**config.mk**
```make
export PLATFORM = sky130hd
export DESIGN_NAME = mem_channel_controller
export DESIGN_NICKNAME = d
export VERILOG_FILES = /design/src/rtl/mem_channel_controller.sv
export SDC_FILE = /design/constraint.sdc
export NUM_CORES = 1
export LEC_CHECK = 0
export CAP_MARGIN = 20
export CORE_MARGIN = 5
export CORE_UTILIZATION = 41
export CTS_BUF_LIST = sky130_fd_sc_hd__clkbuf_4
export CTS_CLUSTER_SIZE = 25
export DETAILED_ROUTE_END_ITERATION = 10
export GPL_TIMING_DRIVEN = 0
export PLACE_DENSITY = 0.82
export SETUP_SLACK_MARGIN = 0.05
export SLEW_MARGIN = 15
export SYNTH_ARGS = -nofsm -noshare
export SYNTH_HDL_FRONTEND = slang
export SYNTH_SLANG_ARGS = --single-unit
```
**constraint.sdc**
```tcl
create_clock -name clk -period 2.9 [get_ports clk]
set_clock_uncertainty 0.1 [all_clocks]
set_input_delay 0.87 -clock clk [delete_from_list [all_inputs] [get_ports clk]]
set_output_delay 0.87 -clock clk [all_outputs]
set_load 0.02 [all_outputs]
```
**src/rtl/mem_channel_controller.sv**
```systemverilog
// mem_channel_controller
//   Arbitrates memory requests from NUM_CONSUMERS requesters onto NUM_CHANNELS
//   independent memory channels. Each channel grabs the lowest-indexed
//   unserved requester (read before write), forwards the request to memory,
//   relays the response back, and holds the consumer's ready until the
//   consumer drops its valid. All outputs are registered.
//
// Ports
//   clk, reset                     clock, synchronous active-high reset
//   consumer_read_valid/address    per-consumer read request
//   consumer_read_ready/data       per-consumer read completion and data
//   consumer_write_valid/address/data  per-consumer write request
//   consumer_write_ready           per-consumer write completion
//   mem_read_valid/address         per-channel read request to memory
//   mem_read_ready/data            per-channel memory read response
//   mem_write_valid/address/data   per-channel write request to memory
//   mem_write_ready                per-channel memory write response
module mem_channel_controller #(
   parameter int DATA_WIDTH    = 16,
   parameter int ADDRESS_WIDTH = 8,
   parameter int NUM_CONSUMERS = 4,
   parameter int NUM_CHANNELS  = 1,
   parameter int WRITE_ENABLE  = 1
) (
   input  logic                     clk,
   input  logic                     reset,
   input  logic [NUM_CONSUMERS-1:0] consumer_read_valid,
   input  logic [ADDRESS_WIDTH-1:0] consumer_read_address [NUM_CONSUMERS],
   output logic [NUM_CONSUMERS-1:0] consumer_read_ready,
   output logic [DATA_WIDTH-1:0]    consumer_read_data [NUM_CONSUMERS],
   input  logic [NUM_CONSUMERS-1:0] consumer_write_valid,
   input  logic [ADDRESS_WIDTH-1:0] consumer_write_address [NUM_CONSUMERS],
   input  logic [DATA_WIDTH-1:0]    consumer_write_data [NUM_CONSUMERS],
   output logic [NUM_CONSUMERS-1:0] consumer_write_ready,
   output logic [NUM_CHANNELS-1:0]  mem_read_valid,
   output logic [ADDRESS_WIDTH-1:0] mem_read_address [NUM_CHANNELS],
   input  logic [NUM_CHANNELS-1:0]  mem_read_ready,
   input  logic [DATA_WIDTH-1:0]    mem_read_data [NUM_CHANNELS],
   output logic [NUM_CHANNELS-1:0]  mem_write_valid,
   output logic [ADDRESS_WIDTH-1:0] mem_write_address [NUM_CHANNELS],
   output logic [DATA_WIDTH-1:0]    mem_write_data [NUM_CHANNELS],
   input  logic [NUM_CHANNELS-1:0]  mem_write_ready
);

   localparam int CW = (NUM_CONSUMERS > 1) ? $clog2(NUM_CONSUMERS) : 1;

   typedef enum logic [2:0] {
      IDLE,
      READ_WAITING,
      WRITE_WAITING,
      READ_RELAYING,
      WRITE_RELAYING
   } state_t;

   state_t                   state      [NUM_CHANNELS];
   state_t                   state_next [NUM_CHANNELS];
   logic [CW-1:0]            owner      [NUM_CHANNELS];
   logic [CW-1:0]            grant_idx  [NUM_CHANNELS];
   logic [NUM_CONSUMERS-1:0] serving;
   logic [NUM_CONSUMERS-1:0] claimed;
   logic [NUM_CONSUMERS-1:0] write_request;
   logic [NUM_CHANNELS-1:0]  grant, grant_read;
   logic [NUM_CHANNELS-1:0]  read_done, write_done, read_release, write_release;

   logic [NUM_CHANNELS-1:0]  write_valid_reg;
   logic [ADDRESS_WIDTH-1:0] write_address_reg [NUM_CHANNELS];
   logic [DATA_WIDTH-1:0]    write_data_reg    [NUM_CHANNELS];
   logic [NUM_CONSUMERS-1:0] write_ready_reg;

   // A read-only instance never sees write requests, so write states are unreachable.
   assign write_request = (WRITE_ENABLE != 0) ? consumer_write_valid : '0;

   // Next-state and per-channel events. 'claimed' accumulates across the channel
   // loop so a consumer taken by a lower channel is invisible to higher ones.
   always_comb begin
      claimed       = serving;
      grant         = '0;
      grant_read    = '0;
      read_done     = '0;
      write_done    = '0;
      read_release  = '0;
      write_release = '0;
      for (int i = 0; i < NUM_CHANNELS; i++) begin
         grant_idx[i]  = '0;
         state_next[i] = state[i];
         case (state[i])
            IDLE: begin
               for (int j = 0; j < NUM_CONSUMERS; j++) begin
                  if (!grant[i] && !claimed[j] && (consumer_read_valid[j] || write_request[j])) begin
                     grant[i]      = 1'b1;
                     grant_read[i] = consumer_read_valid[j];
                     grant_idx[i]  = CW'(j);
                     claimed[j]    = 1'b1;
                  end
               end
               if (grant[i]) state_next[i] = grant_read[i] ? READ_WAITING : WRITE_WAITING;
            end
            READ_WAITING: begin
               if (mem_read_ready[i]) begin
                  read_done[i]  = 1'b1;
                  state_next[i] = READ_RELAYING;
               end
            end
            WRITE_WAITING: begin
               if (mem_write_ready[i]) begin
                  write_done[i] = 1'b1;
                  state_next[i] = WRITE_RELAYING;
               end
            end
            READ_RELAYING: begin
               if (!consumer_read_valid[owner[i]]) begin
                  read_release[i] = 1'b1;
                  state_next[i]   = IDLE;
               end
            end
            WRITE_RELAYING: begin
               if (!consumer_write_valid[owner[i]]) begin
                  write_release[i] = 1'b1;
                  state_next[i]    = IDLE;
               end
            end
            default: state_next[i] = IDLE;
         endcase
      end
   end

   always_ff @(posedge clk) begin
      for (int i = 0; i < NUM_CHANNELS; i++) begin
         if (reset) state[i] <= IDLE;
         else       state[i] <= state_next[i];
      end
   end

   // Registered outputs, owner tracking and served flags.
   always_ff @(posedge clk) begin
      if (reset) begin
         serving             <= '0;
         mem_read_valid      <= '0;
         write_valid_reg     <= '0;
         consumer_read_ready <= '0;
         write_ready_reg     <= '0;
         for (int i = 0; i < NUM_CHANNELS; i++) begin
            owner[i]             <= '0;
            mem_read_address[i]  <= '0;
            write_address_reg[i] <= '0;
            write_data_reg[i]    <= '0;
         end
         for (int c = 0; c < NUM_CONSUMERS; c++) consumer_read_data[c] <= '0;
      end else begin
         for (int i = 0; i < NUM_CHANNELS; i++) begin
            // Address and data are captured only here; later consumer changes are ignored.
            if (grant[i]) begin
               owner[i]              <= grant_idx[i];
               serving[grant_idx[i]] <= 1'b1;
               if (grant_read[i]) begin
                  mem_read_valid[i]   <= 1'b1;
                  mem_read_address[i] <= consumer_read_address[grant_idx[i]];
               end else begin
                  write_valid_reg[i]   <= 1'b1;
                  write_address_reg[i] <= consumer_write_address[grant_idx[i]];
                  write_data_reg[i]    <= consumer_write_data[grant_idx[i]];
               end
            end
            if (read_done[i]) begin
               mem_read_valid[i]             <= 1'b0;
               consumer_read_data[owner[i]]  <= mem_read_data[i];
               consumer_read_ready[owner[i]] <= 1'b1;
            end
            if (write_done[i]) begin
               write_valid_reg[i]        <= 1'b0;
               write_ready_reg[owner[i]] <= 1'b1;
            end
            if (read_release[i]) begin
               consumer_read_ready[owner[i]] <= 1'b0;
               serving[owner[i]]             <= 1'b0;
            end
            if (write_release[i]) begin
               write_ready_reg[owner[i]] <= 1'b0;
               serving[owner[i]]         <= 1'b0;
            end
         end
      end
   end

   // Write outputs are tied off entirely in a read-only instance.
   assign mem_write_valid      = (WRITE_ENABLE != 0) ? write_valid_reg : '0;
   assign consumer_write_ready = (WRITE_ENABLE != 0) ? write_ready_reg : '0;
   for (genvar i = 0; i < NUM_CHANNELS; i++) begin : g_write_out
      assign mem_write_address[i] = (WRITE_ENABLE != 0) ? write_address_reg[i] : '0;
      assign mem_write_data[i]    = (WRITE_ENABLE != 0) ? write_data_reg[i] : '0;
   end

endmodule

```
# Word level (Yosys, flattened, before mapping)
# Memory sizes are Yosys's and may differ from the RTL's.
# Cells that the tools add are included.
# Widths: inputs -> output; s select.
classes:
  n_reduce_logical: 30
  div: 0
  n_shift: 0
  n_eq_ne: 4
  add_sub_neg: 0
  n_lt_le_gt_ge: 7
  bitwise_logic: 11
  mux: 83
  multipliers: 0
ops:
  columns: ["op", "count"]
  rows:
  - ["$bwmux 64", 1]
  - ["$mux 16", 4]
  - ["$mux 4", 11]
  - ["$mux 1", 42]
  - ["$mux 8", 5]
  - ["$bmux 16 s2", 1]
  - ["$bmux 8 s2", 2]
  - ["$demux 16 s2", 1]
  - ["$mux 3", 6]
  - ["$and 4x4->4", 4]
  - ["$reduce_or 16->1", 1]
  - ["$pmux 3 s5", 1]
  - ["$or 4x4->4", 3]
  - ["$logic_and 1x1->1", 10]
  - ["$mux 2", 5]
  - ["$reduce_or 8->1", 1]
  - ["$logic_not 1->1", 7]
  - ["$eq 3x2->1 const B", 2]
  - ["$ge 3x3->1 const B", 2]
  - ["$lt 2x3->1 const B", 2]
  - ["$not 2->3", 2]
  - ["$reduce_or 2->1", 3]
  - ["$bmux 1 s2", 2]
  - ["$demux 1 s2", 2]
  - ["10 further kinds", 15]
totals:
  latch_bits: 0
  mem_bits_ro: 0
  out_inout_bits: 106
  elab_cells: 149
  reg_bits: 86
  ramBits: 29
  n_memories: 4
mem_list:
  columns: ["name", "words", "width", "rd", "rd_clocked_by_memory_dff", "write_ports", "line", "text"]
  rows:
  - ["write_data_reg", 1, 16, 1, 0, 1, "67", "logic [DATA_WIDTH-1:0] write_data_reg [NUM_CHANNELS];"]
  - ["write_address_reg", 1, 8, 1, 0, 1, "66", "logic [ADDRESS_WIDTH-1:0] write_address_reg [NUM_CHANNELS];"]
  - ["state", 1, 3, 1, 0, 1, "55", "state_t state [NUM_CHANNELS];"]
  - ["owner", 1, 2, 1, 0, 1, "57", "logic [CW-1:0] owner [NUM_CHANNELS];"]

# Logic depth before layout (Yosys ltp)
logic_depth:
  word_depth: 31
  depth_mapped: 8
  ltp_nobuf: 5

# Worst setup path after synthesis
# OpenSTA, ideal clock, no wires.
synth_timing:
  path_kind: "input to register"
  startpoint: "input consumer_read_valid[1]"
  endpoint: "memory write_address_reg[0][0] (enable)"
  arrival_time_ns: 2.175
  required_ns: 2.416
  cell_stages: 5
  n_path_buf: 0
  path_slack_ns: 0.240
  setup_time_ns: 0.384
  cell_sequence: "o21bai_1 nand2_1 mux2i_1 nand2_1 nand2b_1"
synth_via:
  elab_chain_len: 21
  word_cells_on_any_way: 26
  cone_classes: "mux (17); reduce/logical (9)"
synth_rtl:
  columns: ["item", "line", "text"]
  rows:
  - ["from (decl)", "27", "input logic [NUM_CONSUMERS-1:0] consumer_read_valid,"]
  - ["$logic_or 1x1->1", "89", "if (!grant[i] && !claimed[j] && (consumer_read_valid[j] || write_request[j])) begin"]
  - ["$logic_and 1x1->1", "89", null]
  - ["$mux 1", "89", null]
  - ["$mux 1", "86", "case (state[i])"]
  - ["$logic_not 1->1", "89", null]
  - ["$logic_and 1x1->1 (2 in a row)", "89", null]
  - ["$mux 1", "89", null]
  - ["$mux 1", "86", null]
  - ["[... 3 more ...]", null, null]
  - ["$mux 1", "89", null]
  - ["$mux 1 (2 in a row)", "86", null]
  - ["$mux 1", "155", "if (grant_read[i]) begin"]
  - ["$mux 1 (*)", "152", "if (grant[i]) begin"]
  - ["$mux 1 (*)", "136", "if (reset) begin"]
  - ["$mux 1 (not written as such) (*)", "160", "write_address_reg[i] <= consumer_write_address[grant_idx[i]];"]
  - ["$reduce_or 8->1 (no line)", null, null]
  - ["$mux 1 (no line) (*)", null, null]
  - ["to (decl)", "66", null]
# Mark *: on every way between the ends. The rest lies on a longest branch, timed or not. The select of a mux whose other input is x is not followed.

# Final worst setup path
layout_timing:
  startpoint: "input consumer_read_valid[1]"
  endpoint: "memory write_data_reg[0][6] (data pin)"
layout_via:
  elab_chain_len: 21
  word_cells_on_any_way: 34
  cone_classes: "mux (24); bitwise (1); reduce/logical (9)"
layout_rtl:
  columns: ["item", "line", "text"]
  rows:
  - ["$logic_or 1x1->1", "89", null]
  - ["$logic_and 1x1->1", "89", null]
  - ["$mux 1", "89", null]
  - ["$mux 1", "86", null]
  - ["$logic_not 1->1", "89", null]
  - ["$logic_and 1x1->1 (2 in a row)", "89", null]
  - ["$mux 1", "89", null]
  - ["$mux 1", "86", null]
  - ["[... 3 more ...]", null, null]
  - ["$mux 1", "89", null]
  - ["$mux 1 (2 in a row)", "86", null]
  - ["$mux 1", "155", null]
  - ["$mux 1", "152", null]
  - ["$mux 1", "136", null]
  - ["$mux 1 (not written as such)", "161", "write_data_reg[i] <= consumer_write_data[grant_idx[i]];"]
  - ["$reduce_or 16->1 (no line)", null, null]
  - ["$mux 16 (no line) (*)", null, null]
  - ["to (decl)", "67", null]
# Marked as above.

==> run summary <==
warnings from Yosys: 0
highest achievable clock rate: 0.3636 GHz
Antenna Diode Count: 0
Maximum Capacitance Violations: 0
count of pins on the block boundary: 262
Cells after Synth: 590
FF-to-FF path depth: 7
synthesized area per cell: 8.752 µm²
WS Path Type: input pin to flip-flop
count of fill cells added during filler insertion: 1069
net count of the mapped netlist: 746
via-per-instance ratio: 5.260
Tot GR Track Use: 24.36%
routed length on met2: 9511 µm
maximum fanout count along the critical path: 10
remaining antenna violation count after routing: 0
maximum number of pins on one net before global-route repair: 25
maximum number of buffers from clock root to sink: 2
signal arrival time at the worst endpoint: 2.87 ns
Routed WL: 18840 µm
met1 WL: 7047 µm
crit-path most repeated cell: sky130_fd_sc_hd__nand2_1
number of buffers inserted to repair setup after CTS: 0
longest individual stage delay on the worst path: 0.49 ns
Final Hold Slack: 0.3575 ns
status: complete, no violations
fin util: 66.30%
initial drt markers: 461
DRC violations left: 0
synthesized cell area: 0.005164 mm²
Final Wtd Congestion: 0.8560
post-synthesis cell type count: 48
post-CTS clock slew at the launch and capture registers of the worst setup and hold paths: 0.09 ns
highest metal used: met4
class of the tightest hold or removal check: flip-flop to flip-flop
number of sinks driven by the clock tree: 115
TritonCTS clock tree: yes
number of failing setup endpoints in the final timing report: 0
cts bufs inserted: 17
number of enable-type register cells in the synthesized netlist: 26
worst vdd rail ir drop: 271.0 µV
worst hold path depth: 2
unrepaired setup endpoints after global routing: false
Hold Vio Cnt, Final: 0
category of the worst setup path launch point: input pin
starting density of the core: 41.42%
sum of met3 wire segment lengths after detailed routing: 1779 µm
static power due to leakage: 2.937 nW
required time of the critical path: 3.02 ns
crit path capture type: flip-flop
flip-flop count of the largest register after layout: 64
CP cell instances: clkdlybuf4s50_1, o21bai_1, nand2_1, mux2i_1, nand2_1, clkbuf_1, a21oi_1
number of flip-flops and latches in the synthesized netlist: 115
drt pass-1 iters: 5
PnR Total Power: 5.198 mW
sequential area share after synthesis: 49.62%
nets@finish: 1025
via count of the first global-routing pass: 5486
Area Overhead vs Synth: 60.04%
async set-or-reset flop fraction in the synthesized netlist: 0%
die width: 122.2 µm
CTS HTree Levels: 4
Overflow after GRT: 0
quantity of I/O buffers inserted on ports: 260
number of core rows: 41
CTS Hold Bufs: 0
latest clock arrival within the worst-skew pair: 0.49 ns
power density cells: 629.0 mW/mm²
count of pins over their slew limit: 0
overall die height: 122.2 µm
cell with the largest stage delay on the worst path: sky130_fd_sc_hd__clkdlybuf4s50_1
share of the cycle needed by the critical path after routing: 94.83%
core area: 0.01247 mm²
most used flip-flop cell after synthesis: sky130_fd_sc_hd__dfxtp_1
crit path time final: 2.750 ns
worst slew slack as a fraction of its limit: 61.38%
vias post-DR: 5534
wire length of the first global-routing pass: 28190 µm
worst-margin pin slew: 0.5793 ns
antenna violations before repair: 0
routed length per placed instance: 17.91 µm
share of layout cells above drive strength 1: 8.636%
CTS Root Cell: sky130_fd_sc_hd__clkbuf_4
Post-DP HPWL: 15020 µm
Die Outline Area: 0.01494 mm²
-- path summary, 6_finish.rpt --
path	from	endpoint	slack, ns
max reg2reg	state[0][0]	consumer_read_data[9]	0.73
min reg2reg	consumer_read_data[30]	consumer_read_data[30]	0.36
min	consumer_read_data[30]	consumer_read_data[30]	0.36
max	consumer_read_valid[1]	write_data_reg[0][6]	0.15
-- timing repair --
item / CTS / global route
gates resized for setup: 1 / 1
setup endpoints to repair: 24 / 24
pin swaps: 0 / 0
-- Yosys cell counts, types with 2 or more instances --
cell / number / area [µm²]
sky130_fd_sc_hd__nor2b_1: 6 / 37.54
sky130_fd_sc_hd__a22oi_1: 24 / 180.2
sky130_fd_sc_hd__o21ba_2: 2 / 20.02
sky130_fd_sc_hd__and2_1: 4 / 25.02
sky130_fd_sc_hd__a311oi_1: 3 / 26.28
sky130_fd_sc_hd__a221oi_1: 2 / 17.52
sky130_fd_sc_hd__edfxtp_1: 26 / 780.8
sky130_fd_sc_hd__dfxtp_1: 89 / 1782
sky130_fd_sc_hd__nor2_1: 18 / 67.56
sky130_fd_sc_hd__a211oi_1: 11 / 82.58
sky130_fd_sc_hd__nor3_1: 5 / 25.02
sky130_fd_sc_hd__nor2_2: 2 / 12.51
sky130_fd_sc_hd__mux4_2: 2 / 45.04
sky130_fd_sc_hd__buf_2: 13 / 65.06
sky130_fd_sc_hd__a21oi_1: 104 / 520.5
sky130_fd_sc_hd__a221oi_2: 6 / 90.09
sky130_fd_sc_hd__inv_1: 3 / 11.26
sky130_fd_sc_hd__nand2_1: 171 / 641.9
sky130_fd_sc_hd__o21bai_1: 3 / 22.52
sky130_fd_sc_hd__nand2b_1: 2 / 12.51
sky130_fd_sc_hd__clkbuf_1: 18 / 67.56
sky130_fd_sc_hd__buf_4: 12 / 90.09
sky130_fd_sc_hd__o22ai_1: 2 / 12.51
sky130_fd_sc_hd__a22o_1: 24 / 210.2
sky130_fd_sc_hd__o2bb2ai_1: 7 / 61.31
sky130_fd_sc_hd__nand3_1: 9 / 45.04
-- cell type report --
cell class | count | area [µm²] | area share (%)
tap | 172 | 215.2 | 2.604
clock buffer | 18 | 135.1 | 1.635
sequential | 115 | 2562 | 31.01
clock inverter | 12 | 140.1 | 1.696
timing repair buffer | 260 | 2603 | 31.49
inverter | 3 | 11.26 | 0.1363
buffer | 44 | 234.0 | 2.831
multi-input combinational | 428 | 2364 | 28.60
-- worst max-delay path, delay by kind of cell --
| kind | cells | cell delay, ns |
|---|---|---|
| AO/OA/AOI/OAI | 2 | 0.46 |
| buffers and inverters | 2 | 0.90 |
| multiplexers | 1 | 0.21 |
| AND/OR/NAND/NOR | 2 | 0.42 |
-- layer usage --
layer / global-route usage, % / vias up
met2: 43.08 / 299
li1: - / 2660
met1: 27.56 / 2544
met3: 7.281 / 31
met5: 0 / -
met4: 9.377 / 0
-- report_power, final --
group | internal (mW) | switching [mW] | total [mW]
clock | 0.589 | 0.585 | 1.17
sequential | 1.88 | 0.108 | 1.99
combinational | 0.895 | 1.14 | 2.03
total | 3.37 | 1.83 | 5.20
-- placed cells by master, fill, tap and decap left out, drive strengths merged, types with 2 or more instances in the layout --
cell	count
a21oi	104
nor3	7
clkbuf	36
buf	26
nand3	10
a221oi	8
nand2	172
a22o	24
a22oi	24
nand2b	2
mux4	2
and2	4
o21ba	3
o21bai	4
clkinv	7
o22ai	2
edfxtp	26
inv	5
clkdlybuf4s50	260
bufinv	3
nor2b	6
a211oi	11
nor2	21
a311oi	3
o2bb2ai	7
dfxtp	89
-- logic make-up after synthesis --
logic type	share of synthesized area, %
AND/OR/NAND/NOR	18.80
AO/OA/AOI/OAI	25.76
flip-flops	49.62
buffers and inverters	4.749
multiplexers	1.066
-- metrics by stage --
stage / cell area [µm²] / std cells / setup TNS (ns) / setup slack (ns)
finish: 8264 / 1052 / 0 / 0.1499
global route: 8264 / 1052 / 0 / 0.06669
CTS: 8259 / 1052 / 0 / 0.09352
detailed placement: 7981 / 1022 / -26.82 / -0.8110
global placement: 7981 / 1022 / -23.03 / -0.7405
floorplan: 5164 / 590 / 0 / 0.2404
Note: power is estimated with default switching activity, not from simulation.
